$ cat src/rtl/cnt_down_timer.sv
// Loadable down-counting timer: counts Tick pulses from a loaded value to zero
// and flags expiry with a one-cycle Tz pulse; one-shot or auto-reload operation.
module cnt_down_timer #(
  parameter int W = 16
) (
  input  logic         Clk,
  input  logic         Rst_n,
  input  logic         Pwr_off,
  input  logic         Tick,
  input  logic         Load,
  input  logic [W-1:0] Load_val,
  input  logic         Start,
  input  logic         Stop,
  input  logic         Auto_reload,
  output logic         Load_ack,
  output logic         Load_err,
  output logic         Tz,
  output logic         Busy,
  output logic [W-1:0] Vout
);

  typedef enum logic [1:0] {
    IDLE = 2'b00,
    RUN  = 2'b01,
    DONE = 2'b10
  } state_t;

  localparam logic [W-1:0] ZERO_C = {W{1'b0}};
  localparam logic [W-1:0] ONE_C  = {{(W-1){1'b0}}, 1'b1};

  state_t         state_r;
  logic [W-1:0]   cnt_r;
  logic [W-1:0]   reload_r;
  logic           armed_r;
  logic           arst_n_s;
  logic [W-1:0]   start_cnt_s;

  // Power-off behaves exactly like reset, so both fold into one async clear.
  assign arst_n_s = Rst_n & ~Pwr_off;

  // A restart from DONE re-arms from the reload value; from IDLE it resumes the held count.
  assign start_cnt_s = (state_r == DONE) ? reload_r : cnt_r;

  // Timer FSM, counter and all registered outputs.
  always_ff @(posedge Clk or negedge arst_n_s) begin
    if (!arst_n_s) begin
      state_r  <= IDLE;
      cnt_r    <= ZERO_C;
      reload_r <= ZERO_C;
      armed_r  <= 1'b0;
      Load_ack <= 1'b0;
      Load_err <= 1'b0;
      Tz       <= 1'b0;
      Busy     <= 1'b0;
      Vout     <= ZERO_C;
    end else begin
      Load_ack <= 1'b0;
      Load_err <= 1'b0;
      Tz       <= 1'b0;
      Vout     <= cnt_r;
      case (state_r)
        IDLE, DONE: begin
          Busy <= 1'b0;
          if (Load) begin
            cnt_r    <= Load_val;
            reload_r <= Load_val;
            armed_r  <= 1'b1;
            Load_ack <= 1'b1;
            state_r  <= IDLE;
          end else if (Start && armed_r) begin
            // Start is ignored after reset until a value has been loaded.
            cnt_r <= start_cnt_s;
            if (start_cnt_s != ZERO_C) begin
              state_r <= RUN;
              Busy    <= 1'b1;
            end else begin
              state_r <= DONE;
              Tz      <= 1'b1;
            end
          end else begin
            state_r <= state_r;
          end
        end
        RUN: begin
          Busy     <= 1'b1;
          Load_err <= Load;
          if (Stop) begin
            state_r <= IDLE;
            Busy    <= 1'b0;
          end else if (Tick) begin
            if (cnt_r == ONE_C) begin
              Tz <= 1'b1;
              if (Auto_reload && (reload_r != ZERO_C)) begin
                cnt_r <= reload_r;
              end else begin
                cnt_r   <= ZERO_C;
                state_r <= DONE;
                Busy    <= 1'b0;
              end
            end else if (cnt_r != ZERO_C) begin
              cnt_r <= cnt_r - ONE_C;
            end else begin
              cnt_r <= ZERO_C;
            end
          end else begin
            cnt_r <= cnt_r;
          end
        end
        default: begin
          state_r <= IDLE;
          cnt_r   <= ZERO_C;
          Busy    <= 1'b0;
        end
      endcase
    end
  end

endmodule

$ cat config.mk
export PLATFORM = sky130hd
export DESIGN_NAME = cnt_down_timer
export DESIGN_NICKNAME = d
export VERILOG_FILES = /design/src/rtl/cnt_down_timer.sv
export SDC_FILE = /design/constraint.sdc
export NUM_CORES = 1
export LEC_CHECK = 0
export CAP_MARGIN = 0
export CORE_MARGIN = 2
export CORE_UTILIZATION = 30
export CTS_CLUSTER_DIAMETER = 200
export CTS_CLUSTER_SIZE = 24
export DETAILED_ROUTE_END_ITERATION = 8
export GPL_ROUTABILITY_DRIVEN = 0
export HOLD_SLACK_MARGIN = 0.15
export SETUP_SLACK_MARGIN = 0.15
export SYNTH_ARGS = -nofsm -noshare
export SYNTH_HDL_FRONTEND = slang
export SYNTH_SLANG_ARGS = --single-unit
$ cat constraint.sdc
create_clock -name Clk -period 15.15 [get_ports Clk]
set_input_delay 4.545 -clock Clk [delete_from_list [all_inputs] [get_ports Clk]]
set_output_delay 4.545 -clock Clk [all_outputs]
set_load 0.05 [all_outputs]
==> metrics.cfg <==
[floorplan]
die_h_um = 103
start_util_pct = 30.5
core-area_sq_um = 9680
die_x_um = 103
rows = 36
pin_count = 44
die_area_sq_um = 10700

[synth]
synth_ff_type = dfrtp_1
netlist_instances = 289
ys_types = 50
synth_edf_count = 0
synth_nets = 315
ys_ff_latch = 55
yosysSeqAreaShare_pct = 46.6
netlist_area_sq_um = 2950
ys_async_sr_fraction_pct = 100
ys.warnings.count = 0
syn_area_per_cell_sq_um = 10.2

[sta]
worst_pin_slew_ps = 1100
finalHoldViolCount = 0
min_period_ps = 6380
finalClockSkew_ps = 10.3
fmax_mhz = 157
finalSetupTns_ps = 0
relSlewSlack_pct = 26.4
drv_slew = 0
finalCritPeriodShare_pct = 42.1
finalSetupViolations = 0
setup_slack_ps = 8770
grt_setup_unrepaired = false

[place]
post-place-ws_ps = 8420
hpwl_mm = 5.25
placedInstanceArea_sq_um = 3520
io_buffers = 43
dp.cells = 452

[power]
pwr-share-clk_pct = 16.5
vdd_ir_drop_max_v = 0.0000414
seq_power_share_pct = 46.3
leakage_nw = 1.45
p_sw_mw = 0.189
netSwitchingFraction_pct = 40.1
power_density_nw_per_um2 = 131
p_int_mw = 0.283
p_comb_share_pct = 37.1

[critical_path]
critPathRequiredTime_ps = 15340
path_class = primary input to flip-flop
worstPathMaxFanout = 36
startpoint_type = primary input
worst_ep_arrival_time_ps = 6570
setup.worst_path.end_class = flip-flop

[cells_and_area]
instances_no_fill = 460
drive_above_1_share_pct = 12.2
final_util_pct = 37.2
fin_area_sq_um = 3600
area_delta_synth_final_pct = 21.9
diodes = 0
finalNetCount = 352

[job]
drv_cap = 0

[status]
status = completed

[grt]
grt_max_degree = 56
grt_pass1_vias = 2508
antenna_found_initial = 0
grt_use_total_pct = 15.0
grt_pass1_wl_mm = 12.6
grt_overflow_total = 0

[clocking]
cts_hold_buf = 0
cts_buffers = 5
cts_max_path_buffers = 2
clockRootBuffer = clkbuf_8
cts_resized = 0
tritoncts = done
cts_num_sinks = 55
post-cts-setup-buffers = 0
clk_latency_ps = 310
htreeDepth = 2
clk_pin_slew_ps = 100

[detailed_routing]
drt-wirelength-per-cell_um = 16.2
wirelength_mm = 7.46
viasPerCell = 5.33
drc = 0
drt_iter0_markers = 95
num_vias = 2453
ant_nets = 0
dr.pass1.iters = 4

[min_path]
hold_class = flip-flop to flip-flop

[cell type report]
| class | count | area, sq um |
|---|---|---|
| fillers | 968 | 6080 |
| multi-input cells | 213 | 1500 |
| flip-flops and latches | 55 | 1380 |
| repair buffers | 47 | 460 |
| well taps | 133 | 166 |
| clock buffers | 7 | 76.3 |
| inverters | 4 | 15.0 |
| clock inverters | 1 | 5.00 |
[cell usage after synthesis, drive strengths merged, types with 5 or more instances]
library cell / instances / share of area, %
o21ai: 28 / 4.7
mux2: 20 / 7.8
buf: 5 / 0.76
nand2: 26 / 3.3
nand3: 5 / 0.85
clkbuf: 12 / 1.5
a21oi: 7 / 1.2
or4: 6 / 1.7
a22oi: 9 / 2.3
nor3: 9 / 1.7
nor2: 17 / 2.2
nand4: 5 / 1.1
mux2i: 16 / 5.4
a22o: 5 / 1.5
dfrtp: 55 / 47
a21o: 7 / 1.8
[critical path, cell delays in order]
cell	delay, ps
clkdlybuf4s50_1	460
buf_4	330
a21oi_1	70
nor2_1	770
and2_1	240
a31oi_1	40
o311ai_0	100
[routing by layer]
| layer | routed length (um) | part of all wire (%) | global-route usage [%] |
|---|---|---|---|
| met5 | 0 | 0 | 0 |
| met4 | 63 | 0.84 | 4.66 |
| met3 | 374 | 5.0 | 3.16 |
| met2 | 3560 | 48 | 23.9 |
| met1 | 3460 | 46 | 20.7 |
[path summary, 6_finish.rpt]
check / from / endpoint / slack, ps / depth (start not counted)
hold reg to reg: cnt_r[14]$_DFFE_PN0P_ / Vout[14]$_DFF_PN0_ / 520 / 0
min in group asynchronous: Pwr_off / Vout[11]$_DFF_PN0_ / 4850 / 3
hold / removal: cnt_r[14]$_DFFE_PN0P_ / Vout[14]$_DFF_PN0_ / 520 / 0
max in group asynchronous: Rst_n / Vout[5]$_DFF_PN0_ / 9840 / 3
setup reg to reg: cnt_r[12]$_DFFE_PN0P_ / cnt_r[5]$_DFFE_PN0P_ / 12470 / 6
setup / recovery: Load / cnt_r[5]$_DFFE_PN0P_ / 8770 / 7
[cells in the final DEF, fill, tap and decap left out, types with 8 or more instances in the layout]
cell             count
mux2_2              19
nand2_1             26
dfrtp_1             55
a22oi_1              9
clkdlybuf4s50_1     43
mux2i_1             16
nor3_1               8
o21ai_0             28
nor2_1              17
[kinds of logic after synthesis]
group                    Yosys count  synth area share, %
adder cells (fa/ha/maj)            2                0.847
AND/OR/NAND/NOR                   92                 16.8
XOR/XNOR                           5                 1.48
flip-flops                        55                 46.6
AO/OA/AOI/OAI                     78                 18.3
buffers and inverters             21                 2.80
multiplexers                      36                 13.2
[state kept, by name, summed over array words and instances, names as in the netlist]
name,count
Vout,16
cnt_r,16
reload_r,16
state_r,2
Busy,1
Load_ack,1
Load_err,1
Tz,1
armed_r,1
[stage by stage]
step                      power [mW]  hold WS (ps)
after floorplan                0.336           349
after global placement         0.396           490
after detailed placement       0.397           495
after CTS                      0.478           516
after global routing           0.505           539
final                          0.473           522
[power groups by stage]
stage,Combinational (mW),Clock (mW),Sequential [mW]
finish,0.176,0.0782,0.219
CTS,0.176,0.0820,0.220
global placement,0.174,0,0.221
floorplan,0.0877,0,0.249
global route,0.192,0.0867,0.226
detailed placement,0.176,0,0.222
(Power assumes the default switching activity.)
